### src/rtl/mealy_ctrl_pkg.sv
// Shared state encoding and default sizing for the Mealy stream controller.
package mealy_ctrl_pkg;

   typedef enum logic [1:0] {
      IDLE   = 2'd0,
      CLR    = 2'd1,
      SHIFT  = 2'd2,
      REPORT = 2'd3
   } state_e;

   localparam int DEF_WORD_W = 16;
   localparam int DEF_CNT_W  = 5;
   localparam int DEF_TOT_W  = 16;

endpackage

### src/rtl/piso_shift.sv
// Parallel-in serial-out shifter, MSB first, with a bit counter that flags the final bit.
module piso_shift #(
   parameter int WORD_W = 16
) (
   input  logic              clk_i,
   input  logic              rst_ni,
   input  logic              load_i,
   input  logic [WORD_W-1:0] data_i,
   input  logic              cnt_clr_i,
   input  logic              shift_en_i,
   output logic              q_msb_o,
   output logic              last_bit_o
);

   localparam int BC_W = (WORD_W > 1) ? $clog2(WORD_W) : 1;

   logic [WORD_W-1:0] shreg_q;
   logic [BC_W-1:0]   bit_cnt_q;

   always_ff @(posedge clk_i or negedge rst_ni) begin
      if (!rst_ni) begin
         shreg_q   <= '0;
         bit_cnt_q <= '0;
      end else begin
         if (load_i) begin
            shreg_q <= data_i;
         end else if (shift_en_i) begin
            shreg_q <= {shreg_q[WORD_W-2:0], 1'b0};
         end
         if (cnt_clr_i) begin
            bit_cnt_q <= '0;
         end else if (shift_en_i) begin
            bit_cnt_q <= bit_cnt_q + BC_W'(1);
         end
      end
   end

   assign q_msb_o    = shreg_q[WORD_W-1];
   assign last_bit_o = (bit_cnt_q == BC_W'(WORD_W - 1));

endmodule

### src/rtl/mealy_stream_ctrl.sv
// Feeds words bit-serially into a 1-bit Mealy detector, clearing it before each word,
// and reports per-word hit counts plus a running total over a held result handshake.
module mealy_stream_ctrl
   import mealy_ctrl_pkg::*;
#(
   parameter int WORD_W = DEF_WORD_W,
   parameter int CNT_W  = DEF_CNT_W,
   parameter int TOT_W  = DEF_TOT_W
) (
   input  logic              clk,
   input  logic              rst,
   input  logic              in_valid,
   output logic              in_ready,
   input  logic [WORD_W-1:0] in_word,
   input  logic              abort,
   output logic              det_clr,
   output logic              det_in,
   input  logic              det_hit,
   output logic              res_valid,
   input  logic              res_ready,
   output logic [CNT_W-1:0]  res_hits,
   output logic              res_abort,
   output logic [TOT_W-1:0]  tot_hits
);

   function automatic logic [CNT_W-1:0] sat_inc(input logic [CNT_W-1:0] v);
      return (&v) ? v : v + CNT_W'(1);
   endfunction

   state_e             state_q, state_d;
   logic               in_ready_q;
   logic               det_clr_q;
   logic               res_valid_q;
   logic               res_abort_q;
   logic [CNT_W-1:0]   hit_cnt_q, hit_cnt_d;
   logic [CNT_W-1:0]   res_hits_q;
   logic [TOT_W-1:0]   tot_hits_q;

   logic               accept;
   logic               in_shift;
   logic               enter_report;
   logic               q_msb;
   logic               last_bit;

   assign accept       = in_valid & in_ready_q;
   assign in_shift     = (state_q == SHIFT);
   assign enter_report = (state_d == REPORT) && (state_q != REPORT);

   piso_shift #(
      .WORD_W (WORD_W)
   ) u_piso (
      .clk_i      (clk),
      .rst_ni     (rst),
      .load_i     (accept),
      .data_i     (in_word),
      .cnt_clr_i  (state_q == CLR),
      .shift_en_i (in_shift),
      .q_msb_o    (q_msb),
      .last_bit_o (last_bit)
   );

   // The hit seen on the final (or aborting) shift cycle is folded into hit_cnt_d,
   // so the result registers below capture it on REPORT entry.
   always_comb begin
      state_d   = state_q;
      hit_cnt_d = hit_cnt_q;
      case (state_q)
         IDLE: begin
            if (accept) begin
               state_d   = CLR;
               hit_cnt_d = '0;
            end
         end
         CLR: begin
            state_d = abort ? REPORT : SHIFT;
         end
         SHIFT: begin
            if (det_hit) begin
               hit_cnt_d = sat_inc(hit_cnt_q);
            end
            if (abort || last_bit) begin
               state_d = REPORT;
            end
         end
         REPORT: begin
            if (res_ready) begin
               state_d = IDLE;
            end
         end
         default: state_d = IDLE;
      endcase
   end

   always_ff @(posedge clk or negedge rst) begin
      if (!rst) begin
         state_q     <= IDLE;
         in_ready_q  <= 1'b0;
         det_clr_q   <= 1'b1;
         res_valid_q <= 1'b0;
         res_abort_q <= 1'b0;
         hit_cnt_q   <= '0;
         res_hits_q  <= '0;
         tot_hits_q  <= '0;
      end else begin
         state_q     <= state_d;
         hit_cnt_q   <= hit_cnt_d;
         in_ready_q  <= (state_d == IDLE);
         det_clr_q   <= (state_d == CLR);
         res_valid_q <= (state_d == REPORT);
         if (enter_report) begin
            res_hits_q  <= hit_cnt_d;
            res_abort_q <= abort;
            if (!abort) begin
               tot_hits_q <= tot_hits_q + TOT_W'(hit_cnt_d);
            end
         end
      end
   end

   assign in_ready  = in_ready_q;
   assign det_clr   = det_clr_q;
   assign det_in    = in_shift & q_msb;
   assign res_valid = res_valid_q;
   assign res_hits  = res_hits_q;
   assign res_abort = res_abort_q;
   assign tot_hits  = tot_hits_q;

endmodule

### config.mk
export PLATFORM = sky130hd
export DESIGN_NAME = mealy_stream_ctrl
export DESIGN_NICKNAME = d
export VERILOG_FILES = /design/src/rtl/mealy_ctrl_pkg.sv /design/src/rtl/piso_shift.sv /design/src/rtl/mealy_stream_ctrl.sv
export SDC_FILE = /design/constraint.sdc
export NUM_CORES = 1
export LEC_CHECK = 0
export ABC_AREA = 1
export CAP_MARGIN = 20
export CORE_MARGIN = 2
export CORE_UTILIZATION = 45
export DETAILED_ROUTE_END_ITERATION = 10
export PLACE_DENSITY_LB_ADDON = 0.2
export SETUP_SLACK_MARGIN = 0.4
export SLEW_MARGIN = 20
export SYNTH_ARGS = -nofsm -noshare
export SYNTH_HDL_FRONTEND = slang
export SYNTH_HIERARCHICAL = 1
export SYNTH_SLANG_ARGS = --single-unit
### constraint.sdc
create_clock -name clk -period 2.2 [get_ports clk]
set_input_delay 0.33 -clock clk [delete_from_list [all_inputs] [get_ports clk]]
set_output_delay 0.33 -clock clk [all_outputs]
set_load 0.005 [all_outputs]
==> results of run 1 <==
-- cell type report --
cell class	count	share of cell area, %
clock buffers	7	2.26
clock inverters	1	0.196
inverters	44	4.48
multi-input cells	224	37.5
flip-flops and latches	52	34.0
well taps	75	2.45
repair buffers	80	19.1
-- timing repair --
| action | in CTS | in global routing |
|---|---|---|
| pin swaps | 12 | 18 |
| cloned | 0 | 0 |
| hold buffers | 0 | 0 |
| setup endpoints to repair | 16 | 15 |
| gates resized for setup | 19 | 33 |
| setup buffers | 6 | 10 |
-- metal layers --
metal  global-route usage (%)  wire length, um
met3                     4.22              163
met1                     25.9             2800
met4                     7.63               80
met5                        0                0
met2                     31.3             3090
-- worst max-delay path: cells and delay by family, from the launching register on --
| kind | cells | cell delay (ps) |
|---|---|---|
| adders and majority gates | 2 | 500 |
| AOI/OAI and AO/OA | 1 | 170 |
| buffers and inverters | 2 | 220 |
| DFF | 1 | 430 |
| and+or+nand+nor | 7 | 650 |
| xor gates and xnor gates | 1 | 180 |
-- path summary, 6_finish.rpt --
check                                    from                  to  slack (ps)  cells after the start
max                              hit_cnt_q[1]        tot_hits[10]         -70                     13
min                                       rst         res_hits[0]         120                      2
max reg2reg                      hit_cnt_q[1]        tot_hits[10]         -70                     13
min reg2reg                u_piso/shreg_q[14]  u_piso/shreg_q[14]         490                      2
max in group asynchronous                 rst   u_piso/shreg_q[2]        1630                      2
min in group clk           u_piso/shreg_q[14]  u_piso/shreg_q[14]         490                      2
-- synthesized netlist by cell type, drive strengths merged --
cell type,instances
xor2,3
buf,5
nor3,4
nand4,7
o21bai,1
dfrtp,51
dfstp,1
o21ai,9
or2,2
ha,7
a21o,1
fa,1
nand2,114
inv,43
a22oi,4
o211ai,3
a21oi,8
nor2,22
clkinv,1
nand3b,4
nand3,29
o21a,1
xnor2,4
-- kinds of logic (layout without fill, tap and decap cells) --
| kind of cell | after synthesis | in the layout | share of synthesized area (%) |
|---|---|---|---|
| AO/OA/AOI/OAI | 27 | 27 | 6.51 |
| XOR/XNOR | 7 | 7 | 2.56 |
| adder cells (fa/ha/maj) | 8 | 8 | 4.00 |
| buffers and inverters | 49 | 132 | 8.13 |
| flip-flops | 52 | 52 | 48.4 |
| AND/OR/NAND/NOR | 182 | 182 | 30.4 |
-- stage by stage --
stage          utilization, %  total power (W)  setup TNS, ps  hold WS, ps  cells
6_report                 65.4          0.00409           -187          119    483
5_1_grt                  65.4          0.00440          -1560          181    483
4_1_cts                  61.9          0.00374          -60.9          153    473
3_5_place_dp             57.8          0.00297          -3990          467    459
3_3_place_gp             57.8          0.00293          -3260          462    459
2_1_floorplan               -          0.00242              0         34.4    325
-- power groups by stage --
stage	sequential, W	clock, W	combinational [W]
finish	0.00143	0.000574	0.00209
global route	0.00147	0.000624	0.00231
CTS	0.00141	0.000586	0.00174
detailed placement	0.00143	0	0.00154
global placement	0.00142	0	0.00151
floorplan	0.00141	0	0.00101
-- flip-flops by register name (all words and copies together), names as in the netlist, 2 cells and up --
signal and flops:
state_q 2, u_piso/shreg_q 16, tot_hits 16, u_piso/bit_cnt_q 4, hit_cnt_q 5, res_hits 5
==> reports/metrics.cfg, run 1 <==
[logic_synthesis]
synth_cell_type_count = 36
yosysWarningCount = 6
syn_area_sq_mm = 0.00269
seq_area_frac_synth_pct = 48.4
ys_ff_latch = 52
synthCells = 325
synth_top_cell_by_area = dfrtp_1
synth_area_leaders = dfrtp_1, nand2_1, inv_1, nand3_1, ha_1
post-synth-top-area-fraction_pct = 47.4
synth_fp_nets = 355
syn_avg_cell_area_sq_um = 8.28

[pwr]
power_density_mw_per_mm2 = 1070
p_int_w = 0.00255
p_leak_nw = 1.92
p_seq_share_pct = 34.9
clockPowerShare_pct = 14.0
pwr-share-comb_pct = 51.1
p_switching_w = 0.00155
irDropWorstVdd_mv = 0.596
switching_share_pct = 37.8

[cells_and_area]
nFillCells = 476
layout_common_cells = nand2_1, dfrtp_1, clkdlybuf4s50_1
drive_gt1_share_pct = 25.0
register_area_sq_mm = 0.00130
multiInputGateArea_sq_mm = 0.00144
syn_to_final_growth_pct = 42.1
final_area_sq_mm = 0.00383
antennaDiodeCount = 0
final_common_cell = nand2_1
final_nets = 437

[global_route]
grt.overflow.total = 0
grt_pass1_vias = 2207
grt_pass1_wl_mm = 9.96
grt_use_total_pct = 19.6
grt_max_degree = 53
antenna_found_initial = 0

[die]
coreArea_sq_mm = 0.00585
die_x_um = 81.4
num_rows = 28
boundaryPins = 48
die_area_sq_mm = 0.00662
start_util_pct = 46.0
die_y_um = 81.4

[drt]
drc = 0
ant_nets = 0
drt_first_pass_iters = 4
drt_iter0_drc = 126
wirelength_mm = 6.14
wl_per_cell_um = 12.7
vias = 2323
via_per_inst = 4.81

[min_path]
holdCritPathClass = in -> async

[critical_path]
path_cells = ha_4 > nand2_4 > nor2_4 > buf_4 > a21oi_2 > nor2_2 > ha_4 > nand2_1 > inv_1 > nand4_1 > nand2_4 > nand3_4 > xor2_1
path_max_fanout = 6
end_kind = register
cp-start-kind = register
crit_slowest_cell = dfrtp_1
slowest_delay_ps = 430
crit_required_ps = 2390
critPathKind = reg -> reg
crit_arrival_ps = 2460

[clock_tree]
worst_skew_pair.late_latency_ps = 310
clk_pin_slew_ps = 100
root_buffer = clkbuf_8
cts_max_level = 2
cts_buffers = 5
cts_max_path_buffers = 2
cts.sinks = 52
cts_tree = built

[placement]
postPlaceCellArea_sq_mm = 0.00338
pre_cts_slack_ps = -369
port_buffers = 47
hpwlAfterDp_mm = 4.03
gp_congestion = 0.889

[timing]
tightestPinTransition_ps = 659
skew_ps = 11.1
min_period_ps = 2270
relSlewSlack_pct = 56.1
hold_viol = 0
finalSetupViolations = 5
post-route-period-util_pct = 103
slew_violations = 0
fin_ws_ps = -68.0
fmax_mhz = 441
rsz0062_at_grt = yes

[run_status]
violations = setup timing
status = finished, violations left

[run]
drv_cap = 0

Power figures use the tool's default switching activity.
==> run 2, diff against run 1 <==
--- a/config.mk
+++ b/config.mk
@@ -7,9 +7,10 @@
 export LEC_CHECK = 0
 export ABC_AREA = 1
 export CAP_MARGIN = 20
-export CORE_MARGIN = 2
+export CORE_MARGIN = 4
 export CORE_UTILIZATION = 45
 export DETAILED_ROUTE_END_ITERATION = 10
+export GPL_ROUTABILITY_DRIVEN = 0
 export PLACE_DENSITY_LB_ADDON = 0.2
 export SETUP_SLACK_MARGIN = 0.4
 export SLEW_MARGIN = 20
==> run 2 against run 1 <==
  * Clock-buffer cell count down 1
  * Clock skew down 6.6 ps
  * Highest routed layer unchanged
  * The run still ends with setup timing left
  * Die area increased by 10%
  * Largest cell class unchanged
  * Critical path depth increased by 1
  * Largest power group unchanged
  * Register-to-register slack got worse by 50 ps
==> reports/metrics.cfg, run 2 (synthesis gave the netlist of run 1 again) <==
[run_status]
status = finished, violations left
violations = setup timing

[pwr]
total_power_w = 0.00394  ; -3.8%
clockPowerShare_pct = 16.6  ; +2.6 points
irDropWorstVdd_mv = 0.513  ; -14%
p_leak_nw = 1.87  ; -2.7%
p_int_w = 0.00246  ; -3.5%
pwr-share-comb_pct = 47.4  ; -3.7 points
p_seq_share_pct = 36.0  ; +1.1 points
switching_share_pct = 37.6  ; -0.23 points
p_switching_w = 0.00148  ; -4.4%
power_density_mw_per_mm2 = 1050  ; -1.6%

[timing]
relSlewSlack_pct = 59.2  ; +3.1 points
skew_ps = 4.43  ; -6.64 ps
fin_ws_ps = -115  ; -47.3 ps
slew_violations = 0  ; unchanged
fmax_mhz = 432  ; -2.0%
post-route-period-util_pct = 105  ; +2.2 points
tightestPinTransition_ps = 612  ; -46.5 ps
finalSetupViolations = 12  ; +7
hold_viol = 0  ; unchanged
rsz0062_at_grt = yes
min_period_ps = 2320  ; +47.3 ps

[die]
die_area_sq_mm = 0.00729  ; +10%
boundaryPins = 48  ; unchanged
num_rows = 27  ; -3.6%
coreArea_sq_mm = 0.00564  ; -3.6%
start_util_pct = 47.7  ; +1.7 points
die_y_um = 85.4  ; +4.9%
die_x_um = 85.4  ; +4.9%

[clock_tree]
cts_max_path_buffers = 2  ; unchanged
root_buffer = clkbuf_8
cts_max_level = 2  ; unchanged
holdBufCountCts = 0  ; unchanged
clk_pin_slew_ps = 90  ; about the same
cts_buffers = 5  ; unchanged
worst_skew_pair.late_latency_ps = 310  ; about the same
cts_tree = built
cts.sinks = 52  ; unchanged

[critical_path]
slowest_delay_ps = 400  ; -30 ps
path_cells = ha_2 > nand2_2 > nor2_4 > nand2_2 > nand2_4 > buf_6 > o21a_4 > ha_4 > nand3_2 > nand3_2 > buf_4 > or2_2 > nand3_2 > nand2_1
rr_startpoint = hit_cnt_q[0]
rrSetupSlack_ps = -120  ; -50 ps
path_max_fanout = 4  ; -2
critPathKind = reg -> reg
end_kind = register
cpMostUsedCell = nand3_2
crit_required_ps = 2410  ; +20 ps
cp-start-kind = register
crit_path_start = hit_cnt_q[0]
endpoint = tot_hits[3]
ff2ff_path_depth = 14  ; +1
r2r_end = tot_hits[3]
crit_arrival_ps = 2520  ; +60 ps
crit_slowest_cell = dfrtp_1

[drt]
via_per_inst = 4.95  ; +2.9%
drc = 0  ; unchanged
drt_iter0_drc = 151  ; +20%
vias = 2335  ; +0.52%
ant_nets = 0  ; unchanged
wirelength_mm = 6.28  ; +2.4%
drt_first_pass_iters = 4  ; unchanged
wl_per_cell_um = 13.3  ; +4.8%

[global_route]
top_usage_layer = met2
grt.met3_usage_pct = 4.27  ; +0.050 points
antenna_found_initial = 0  ; unchanged
met2_usage_pct = 28.0  ; -3.3 points
grt_use_total_pct = 16.8  ; -2.8 points
grt.overflow.total = 0  ; unchanged
grt_pass1_vias = 2270  ; +2.9%
grt_util_met1_pct = 21.6  ; -4.4 points
grt_pass1_wl_mm = 9.94  ; -0.14%
grt_max_degree = 28  ; -47%

[run]
drv_cap = 0  ; unchanged

[cells_and_area]
final_common_cell = nand2_1
register_area_sq_mm = 0.00130  ; unchanged
syn_to_final_growth_pct = 38.8
final_nets = 429  ; -1.8%
post-route-util_pct = 66.2  ; +0.85 points
nFillCells = 488  ; +2.5%
drive_gt1_share_pct = 22.5  ; -2.5 points
multiInputGateArea_sq_mm = 0.00139  ; -3.0%
layout_common_cells = nand2_1, dfrtp_1, clkdlybuf4s50_1
antennaDiodeCount = 0  ; unchanged

[min_path]
holdCritPathClass = in -> async

[placement]
hpwlAfterDp_mm = 4.13  ; +2.4%
port_buffers = 47  ; unchanged

==> run 2: cell types whose count changed in the layout (fill, tap and decap cells not counted), sizes merged <==
cell,change
buf,-8
bufinv,+1
clkinvlp,-1
clkinv,+1
clkbuf,-1
==> run 2: worst min path at each step <==
| stage | depth (start not counted) | endpoint | slack [ps] |
|---|---|---|---|
| 6_report | 1 | u_piso/shreg_q[15] | 20 |
| 5_1_grt | 1 | u_piso/shreg_q[15] | 60 |
| 4_1_cts | 1 | u_piso/shreg_q[15] | 40 |
| 3_5_place_dp | 1 | u_piso/shreg_q[15] | 380 |
| 3_3_place_gp | 1 | u_piso/shreg_q[15] | 370 |
| 2_1_floorplan | 0 | hit_cnt_q[0] | 30 |
==> run 2: metal layers <==
metal | share of wire, % | vias up
li1 | - | 1178
met1 | 45 | 1111
met2 | 50 | 42
met3 | 4.2 | 4
met4 | 0.75 | 0
met5 | 0 | -
==> run 2: area by class of cell <==
class	instances	share of cell area, %
clock buffers	6	1.94
clock inverters	2	0.937
inverters	44	4.65
multi-input cells	224	37.3
flip-flops and latches	52	34.9
well taps	72	2.41
repair buffers	72	17.9
==> run 2: power by group through the flow <==
stage | Sequential (W) | Clock, W | Combinational [W]
global route | 0.00146 | 0.000711 | 0.00206
floorplan | 0.00141 | 0 | 0.00101
global placement | 0.00142 | 0 | 0.00148
CTS | 0.00141 | 0.000668 | 0.00159
finish | 0.00142 | 0.000653 | 0.00186
detailed placement | 0.00143 | 0 | 0.00151
==> run 2: worst max-delay path, delay by kind of cell, from the launching register on <==
kind,cells,cell delay (ps)
adder cells (fa/ha/maj),2,430
buffers and inverters,2,290
AO/OA/AOI/OAI,1,230
flip-flops,1,400
AND/OR/NAND/NOR,9,850
==> run 2: timing repair <==
| item | in CTS | in global routing |
|---|---|---|
| pin swaps | 10 | 22 |
| setup buffers | 2 | 8 |
| setup endpoints to repair | 16 | 15 |
| gates resized for setup | 9 | 32 |
==> run 2: through the flow <==
stage / setup TNS, ps / worst slack, ps / instance area [sq um] / hold slack, ps / instances
after detailed placement: -3910 / -355 / 3380 / 379 / 454
after CTS: -18.4 / -6.70 / 3540 / 39.0 / 464
final: -835 / -115 / 3740 / 20.3 / 472
after floorplan: 0 / 62.1 / 2750 / 34.4 / 325
after global placement: -3220 / -291 / 3380 / 367 / 454
after global routing: -2520 / -233 / 3740 / 61.8 / 472
